===== src/rtl/parametric_rr_mux_pkg.sv =====
// Shared types, defaults and index helpers for the round-robin stream combiner.
package parametric_rr_mux_pkg;

  localparam int unsigned DEFAULT_DATA_WIDTH = 8;
  localparam int unsigned DEFAULT_NUM_INPUTS = 4;

  typedef enum logic {
    ARB_OPEN,
    ARB_LOCKED
  } lock_state_e;

  // Modulo-n increment; wraps at n-1, not at the next power of two.
  function automatic int unsigned next_index(input int unsigned idx, input int unsigned n);
    return (idx + 1 >= n) ? 0 : idx + 1;
  endfunction

endpackage


===== src/rtl/parametric_rr_mux_rr_arbiter.sv =====
// Round-robin arbiter holding the last-grant pointer (and, with
// PARAMETRIC_RR_MUX_PKT_LOCK_EN, the packet lock flag).
module rr_arbiter
  import parametric_rr_mux_pkg::*;
#(
  parameter  int unsigned N = DEFAULT_NUM_INPUTS,
  localparam int unsigned W = $clog2(N)
) (
  input  logic         CLK,
  input  logic         RST,
  input  logic [N-1:0] REQ,
  input  logic         UPDATE_IN,
  input  logic [W-1:0] GRANT_IDX_IN,
`ifdef PARAMETRIC_RR_MUX_PKT_LOCK_EN
  input  logic         LAST_IN,
`endif
  output logic [N-1:0] GRANT,
  output logic [W-1:0] GRANT_IDX
);

  logic [W-1:0] last_grant;
  logic [W-1:0] idx;
  logic         found;

`ifdef PARAMETRIC_RR_MUX_PKT_LOCK_EN
  lock_state_e lock_state;

  always_ff @(posedge CLK or posedge RST) begin
    if (RST) begin
      lock_state <= ARB_OPEN;
    end else if (UPDATE_IN) begin
      lock_state <= LAST_IN ? ARB_OPEN : ARB_LOCKED;
    end
  end
`endif

  always_ff @(posedge CLK or posedge RST) begin
    if (RST) begin
      last_grant <= W'(N - 1);
    end else if (UPDATE_IN) begin
      last_grant <= GRANT_IDX_IN;
    end
  end

  always_comb begin
    GRANT     = '0;
    GRANT_IDX = '0;
    found     = 1'b0;
    idx       = W'(next_index(32'(last_grant), N));
    for (int unsigned k = 0; k < N; k++) begin
      if (!found && REQ[idx]) begin
        found      = 1'b1;
        GRANT[idx] = 1'b1;
        GRANT_IDX  = idx;
      end
      idx = W'(next_index(32'(idx), N));
    end
`ifdef PARAMETRIC_RR_MUX_PKT_LOCK_EN
    // A locked packet keeps its grant even while its source idles between beats.
    if (lock_state == ARB_LOCKED) begin
      GRANT             = '0;
      GRANT[last_grant] = 1'b1;
      GRANT_IDX         = last_grant;
    end
`endif
  end

endmodule


===== src/rtl/parametric_rr_mux.sv =====
// N-to-1 valid/ready combiner with round-robin arbitration and a single registered
// output stage tagged by source index. Optional packet locking: PARAMETRIC_RR_MUX_PKT_LOCK_EN.
module parametric_rr_mux
  import parametric_rr_mux_pkg::*;
#(
  parameter  int unsigned DATA_WIDTH = DEFAULT_DATA_WIDTH,
  parameter  int unsigned NUM_INPUTS = DEFAULT_NUM_INPUTS,
  localparam int unsigned SEL_WIDTH  = $clog2(NUM_INPUTS)
) (
  input  logic                  CLK,
  input  logic                  RST,
  input  logic [NUM_INPUTS-1:0] IN_VALID,
  input  logic [DATA_WIDTH-1:0] IN_DATA [NUM_INPUTS],
  input  logic [NUM_INPUTS-1:0] IN_LAST,
  output logic [NUM_INPUTS-1:0] IN_READY,
  output logic                  OUT_VALID,
  output logic [DATA_WIDTH-1:0] OUT_DATA,
  output logic [SEL_WIDTH-1:0]  OUT_SEL,
  output logic                  OUT_LAST,
  input  logic                  OUT_READY
);

  logic [NUM_INPUTS-1:0] grant;
  logic [SEL_WIDTH-1:0]  grant_idx;
  logic                  load;
  logic                  in_hs;

  assign load     = !OUT_VALID || OUT_READY;
  assign IN_READY = load ? grant : '0;
  assign in_hs    = load && |(grant & IN_VALID);

  rr_arbiter #(.N(NUM_INPUTS)) u_arb (
    .CLK          (CLK),
    .RST          (RST),
    .REQ          (IN_VALID),
    .UPDATE_IN    (in_hs),
    .GRANT_IDX_IN (grant_idx),
`ifdef PARAMETRIC_RR_MUX_PKT_LOCK_EN
    .LAST_IN      (IN_LAST[grant_idx]),
`endif
    .GRANT        (grant),
    .GRANT_IDX    (grant_idx)
  );

  always_ff @(posedge CLK or posedge RST) begin
    if (RST) begin
      OUT_VALID <= 1'b0;
      OUT_DATA  <= '0;
      OUT_SEL   <= '0;
      OUT_LAST  <= 1'b0;
    end else if (in_hs) begin
      OUT_VALID <= 1'b1;
      OUT_DATA  <= IN_DATA[grant_idx];
      OUT_SEL   <= grant_idx;
      OUT_LAST  <= IN_LAST[grant_idx];
    end else if (OUT_READY) begin
      OUT_VALID <= 1'b0;
    end
  end

endmodule


===== config.mk =====
export PLATFORM = sky130hd
export DESIGN_NAME = parametric_rr_mux
export DESIGN_NICKNAME = d
export VERILOG_FILES = /design/src/rtl/parametric_rr_mux_pkg.sv /design/src/rtl/parametric_rr_mux_rr_arbiter.sv /design/src/rtl/parametric_rr_mux.sv
export SDC_FILE = /design/constraint.sdc
export NUM_CORES = 1
export LEC_CHECK = 0
export CAP_MARGIN = 20
export CORE_ASPECT_RATIO = 1.2
export CORE_MARGIN = 3
export CORE_UTILIZATION = 50
export CTS_BUF_LIST = sky130_fd_sc_hd__clkbuf_2 sky130_fd_sc_hd__clkbuf_4 sky130_fd_sc_hd__clkbuf_8
export CTS_CLUSTER_SIZE = 28
export DETAILED_ROUTE_END_ITERATION = 8
export DONT_BUFFER_PORTS = 1
export GPL_ROUTABILITY_DRIVEN = 0
export HOLD_SLACK_MARGIN = 0.03
export MAX_ROUTING_LAYER = met4
export PLACE_DENSITY = 0.79
export SYNTH_ARGS = -nofsm -noshare
export SYNTH_HDL_FRONTEND = slang
export SYNTH_HIERARCHICAL = 1
export SYNTH_SLANG_ARGS = --single-unit

===== constraint.sdc =====
create_clock -name CLK -period 3.12 [get_ports CLK]
set_input_delay 0.624 -clock CLK [delete_from_list [all_inputs] [get_ports CLK]]
set_output_delay 0.624 -clock CLK [all_outputs]
set_load 0.03 [all_outputs]

==> out/summary.md <==
The flow ran to the end, and the final reports show no timing, DRC or antenna violations. In this run the tool buffered the top-level ports with 0 buffer cells. Worst slew slack as a fraction of its limit: 0.694. For the number of global-route vias before repair, the log shows 1222. Ranked by instance count, the synthesized netlist is headed by 12 x dfrtp_1, 11 x mux4_2, 11 x nand2_1.

For the layout filler cell count, the log shows 206. The worst setup path is launched from a flop. The part of the cycle the worst path needs is 0.993, and the count of yosys warnings during synthesis is 6.

The tools report the type of element capturing the critical path as an output port. Yosys attributes the largest share of cell area to dfrtp_1 21%, mux4_2 17%, mux2_4 9.3%, ha_1 6.9%, buf_6 4.6%. The placed instances occupy a cell area of 0.00159 mm^2. The top cell type by total area after synthesis was dfrtp_1.

The mean instance size in the synthesized netlist works out to 10.7 um^2. The number of levels the H-tree was split into is 1. TritonCTS built the clock tree. Between clock sinks in the finished design, the worst skew comes to 0.00235 ns. The worst setup path is of the reg -> out kind. The number of setup violations in the final report was 0; the height of the die was 65.2 um.

After detailed routing, the number of remaining DRC violations is 0. The data arrival time of the critical path was 2.47 ns. The finished cells cover 0.00172 mm^2. Clock tree synthesis found a total of 14 sinks. The share of synthesized area occupied by flip-flops and latches was 0.242; the area share of the largest cell type after synthesis was 0.206. For the number of top-level pins, the log shows 59. Along the worst path, the maximum fanout reaches 6. Across all layers, the routed design uses 1203 vias.

For the maximum clock path buffer count, the log shows 2. After the last flow step, the layout net total stands at 202. The worst hold margin was 0.238 ns. For this run the aggregate overflow at the end of global routing stands at 0. For the final hold violation count, the log shows 0. The dominant register cell in the synthesized netlist was dfrtp_1.

The clock buffer count from CTS was 3; the synthesis-to-layout area growth was 18.0%. The first detailed-routing pass took 4 iterations. In this run the clock root is driven by a clkbuf_4.

Share of post-route cells with drive strength above 1: 0.447. In the post-synthesis netlist, the cell with the most instances is dfrtp_1. The initial antenna violation count is 0, and the hold buffer count at CTS is 0. Counting distinct cell types in the post-synthesis netlist gives 39.

The tools report the number of cells produced by synthesis as 137. The initialized floorplan defines 20 standard-cell rows. The starting density of the core came out at 0.550. The average wire per cell in the routed design works out to 19.3 um. Max-cap violations in this run came to 0.

The die area was 0.00361 mm^2; the final count of pins violating max slew was 0. Entering global routing, the biggest net connects 17 pins. The first global-routing pass estimated 5.69 mm of wire. The repair_antennas step left the layout with diodes totalling 0. The tools report the data required time at the worst endpoint as 2.50 ns.

The tools report the placed wire-length estimate as 2.63 mm. The proportion of synthesized flip-flops having asynchronous set or reset came out at 1.00. After detailed routing, the total wire length is 3.54 mm. For this block, the initial DRC count from the detailed router was 74. The tools report the area of the core as 0.00265 mm^2.

Setup repair after global routing could not meet its margin everywhere. For the overall global routing resource usage, the log shows 0.200. The clock transition at the register clock pins on the worst setup and hold paths after CTS is 0.09 ns, and the netlist area before placement is 0.00146 mm^2. The synthesized design contains 14 register bits.

The die is 55.3 um wide. The worst-skew pair later-pin latency is 0.27 ns. Synthesis produced a netlist with a net count of 188. The number of enable-type register cells in the synthesized netlist works out to 0. Actual transition at the worst max-transition pin: 0.458 ns. Based on the critical path, the design can be clocked at up to 323 MHz.

The tightest min-delay check is of the in -> async type. The smallest clock period supported by the final layout is computed as 3.10 ns. The number of nets with antenna violations after detailed routing is 0, and the mean number of vias per cell is 6.57.
cell type report:
type                       count  area (um^2)  area share
sequential                    14          353       0.205
clock buffer                   4         36.3      0.0211
timing repair buffer          20          186       0.108
multi-input combinational    106         1080       0.625
tap                           33         41.3      0.0240
inverter                       6         30.0      0.0174
repair_timing:
action | 4_1_cts | 5_1_grt
pin swaps | 1 | 7
setup endpoints to repair | 17 | 15
gates resized for setup | 6 | 8
buffers inserted | 0 | 5
cells by family after synthesis:
family | count (synthesis) | synth area share
AND/OR/NAND/NOR | 37 | 0.125
flip-flops | 14 | 0.242
buffers and inverters | 17 | 0.0823
AO/OA/AOI/OAI | 34 | 0.172
multiplexers | 25 | 0.298
adder cells (fa/ha/maj) | 8 | 0.0686
XOR/XNOR | 2 | 0.0120
flip-flops by register name, summed over array words and instances (netlist names):
register          count
OUT_VALID             1
OUT_DATA              8
OUT_LAST              1
OUT_SEL               2
u_arb/last_grant      2
stage by stage:
step,instances,setup slack (ns),util,setup TNS [ns]
6_report,183,0.0219,0.650,0
5_1_grt,183,-0.0642,0.650,-0.179
4_1_cts,178,0.00306,0.620,0
3_5_place_dp,174,-0.241,0.600,-2.12
3_3_place_gp,174,-0.113,0.600,-0.690
2_1_floorplan,137,-0.0254,-,-0.235
layout by cell type (no fill, tap or decap), drive strengths merged:
cell    netlist  final
a22oi         3      3
nor3          4      4
and2          4      4
o21bai        2      2
o22a          1      1
ha            8      8
inv           6      6
a221oi        1      1
nor4b         1      1
mux4         11     11
xnor2         1      1
o22ai         1      1
nand3b        1      1
clkbuf        4      4
dfrtp        12     12
mux2i         3      3
xor2          1      1
nor2          5      5
mux2         11     11
a21boi        1      1
buf           7     20
o31a          1      1
nand2        11     11
or2           1      1
a22o          1      1
nand2b        4      4
nand3         6      6
a211oi        3      3
dfstp         2      2
a21oi         5      5
o21ai        10     10
a32o          1      1
a221o         4      4
per-layer routing:
layer,share of wire,GRT usage,vias up
met4,0.023,0.0729,0
met1,0.38,0.238,582
li1,-,-,540
met5,0,-,-
met2,0.51,0.337,73
met3,0.089,0.0413,8
final timing paths:
check	startpoint	to	slack (ns)	depth (start not counted)
max in group asynchronous	RST	OUT_DATA[6]	2.57	1
setup / recovery	u_arb/last_grant[0]	IN_READY[2]	0.02	9
hold / removal	RST	OUT_DATA[7]	0.24	1
min in group CLK	IN_VALID[3]	OUT_VALID	0.53	2
hold reg to reg	u_arb/last_grant[0]	u_arb/last_grant[0]	0.70	3
setup reg to reg	u_arb/last_grant[0]	OUT_DATA[5]	0.12	11
critical path, cell delays in order (launching register included):
cell     delay, ns
dfstp_2       0.63
inv_8         0.04
ha_4          0.24
xor2_2        0.19
o31a_2        0.33
buf_6         0.14
nand3_1       0.09
o21ai_1       0.07
a221o_1       0.30
and2_4        0.19
Power is left out: the tool's default activity adds up to more than one toggle a clock period on the data nets, which glitch-free logic cannot reach.
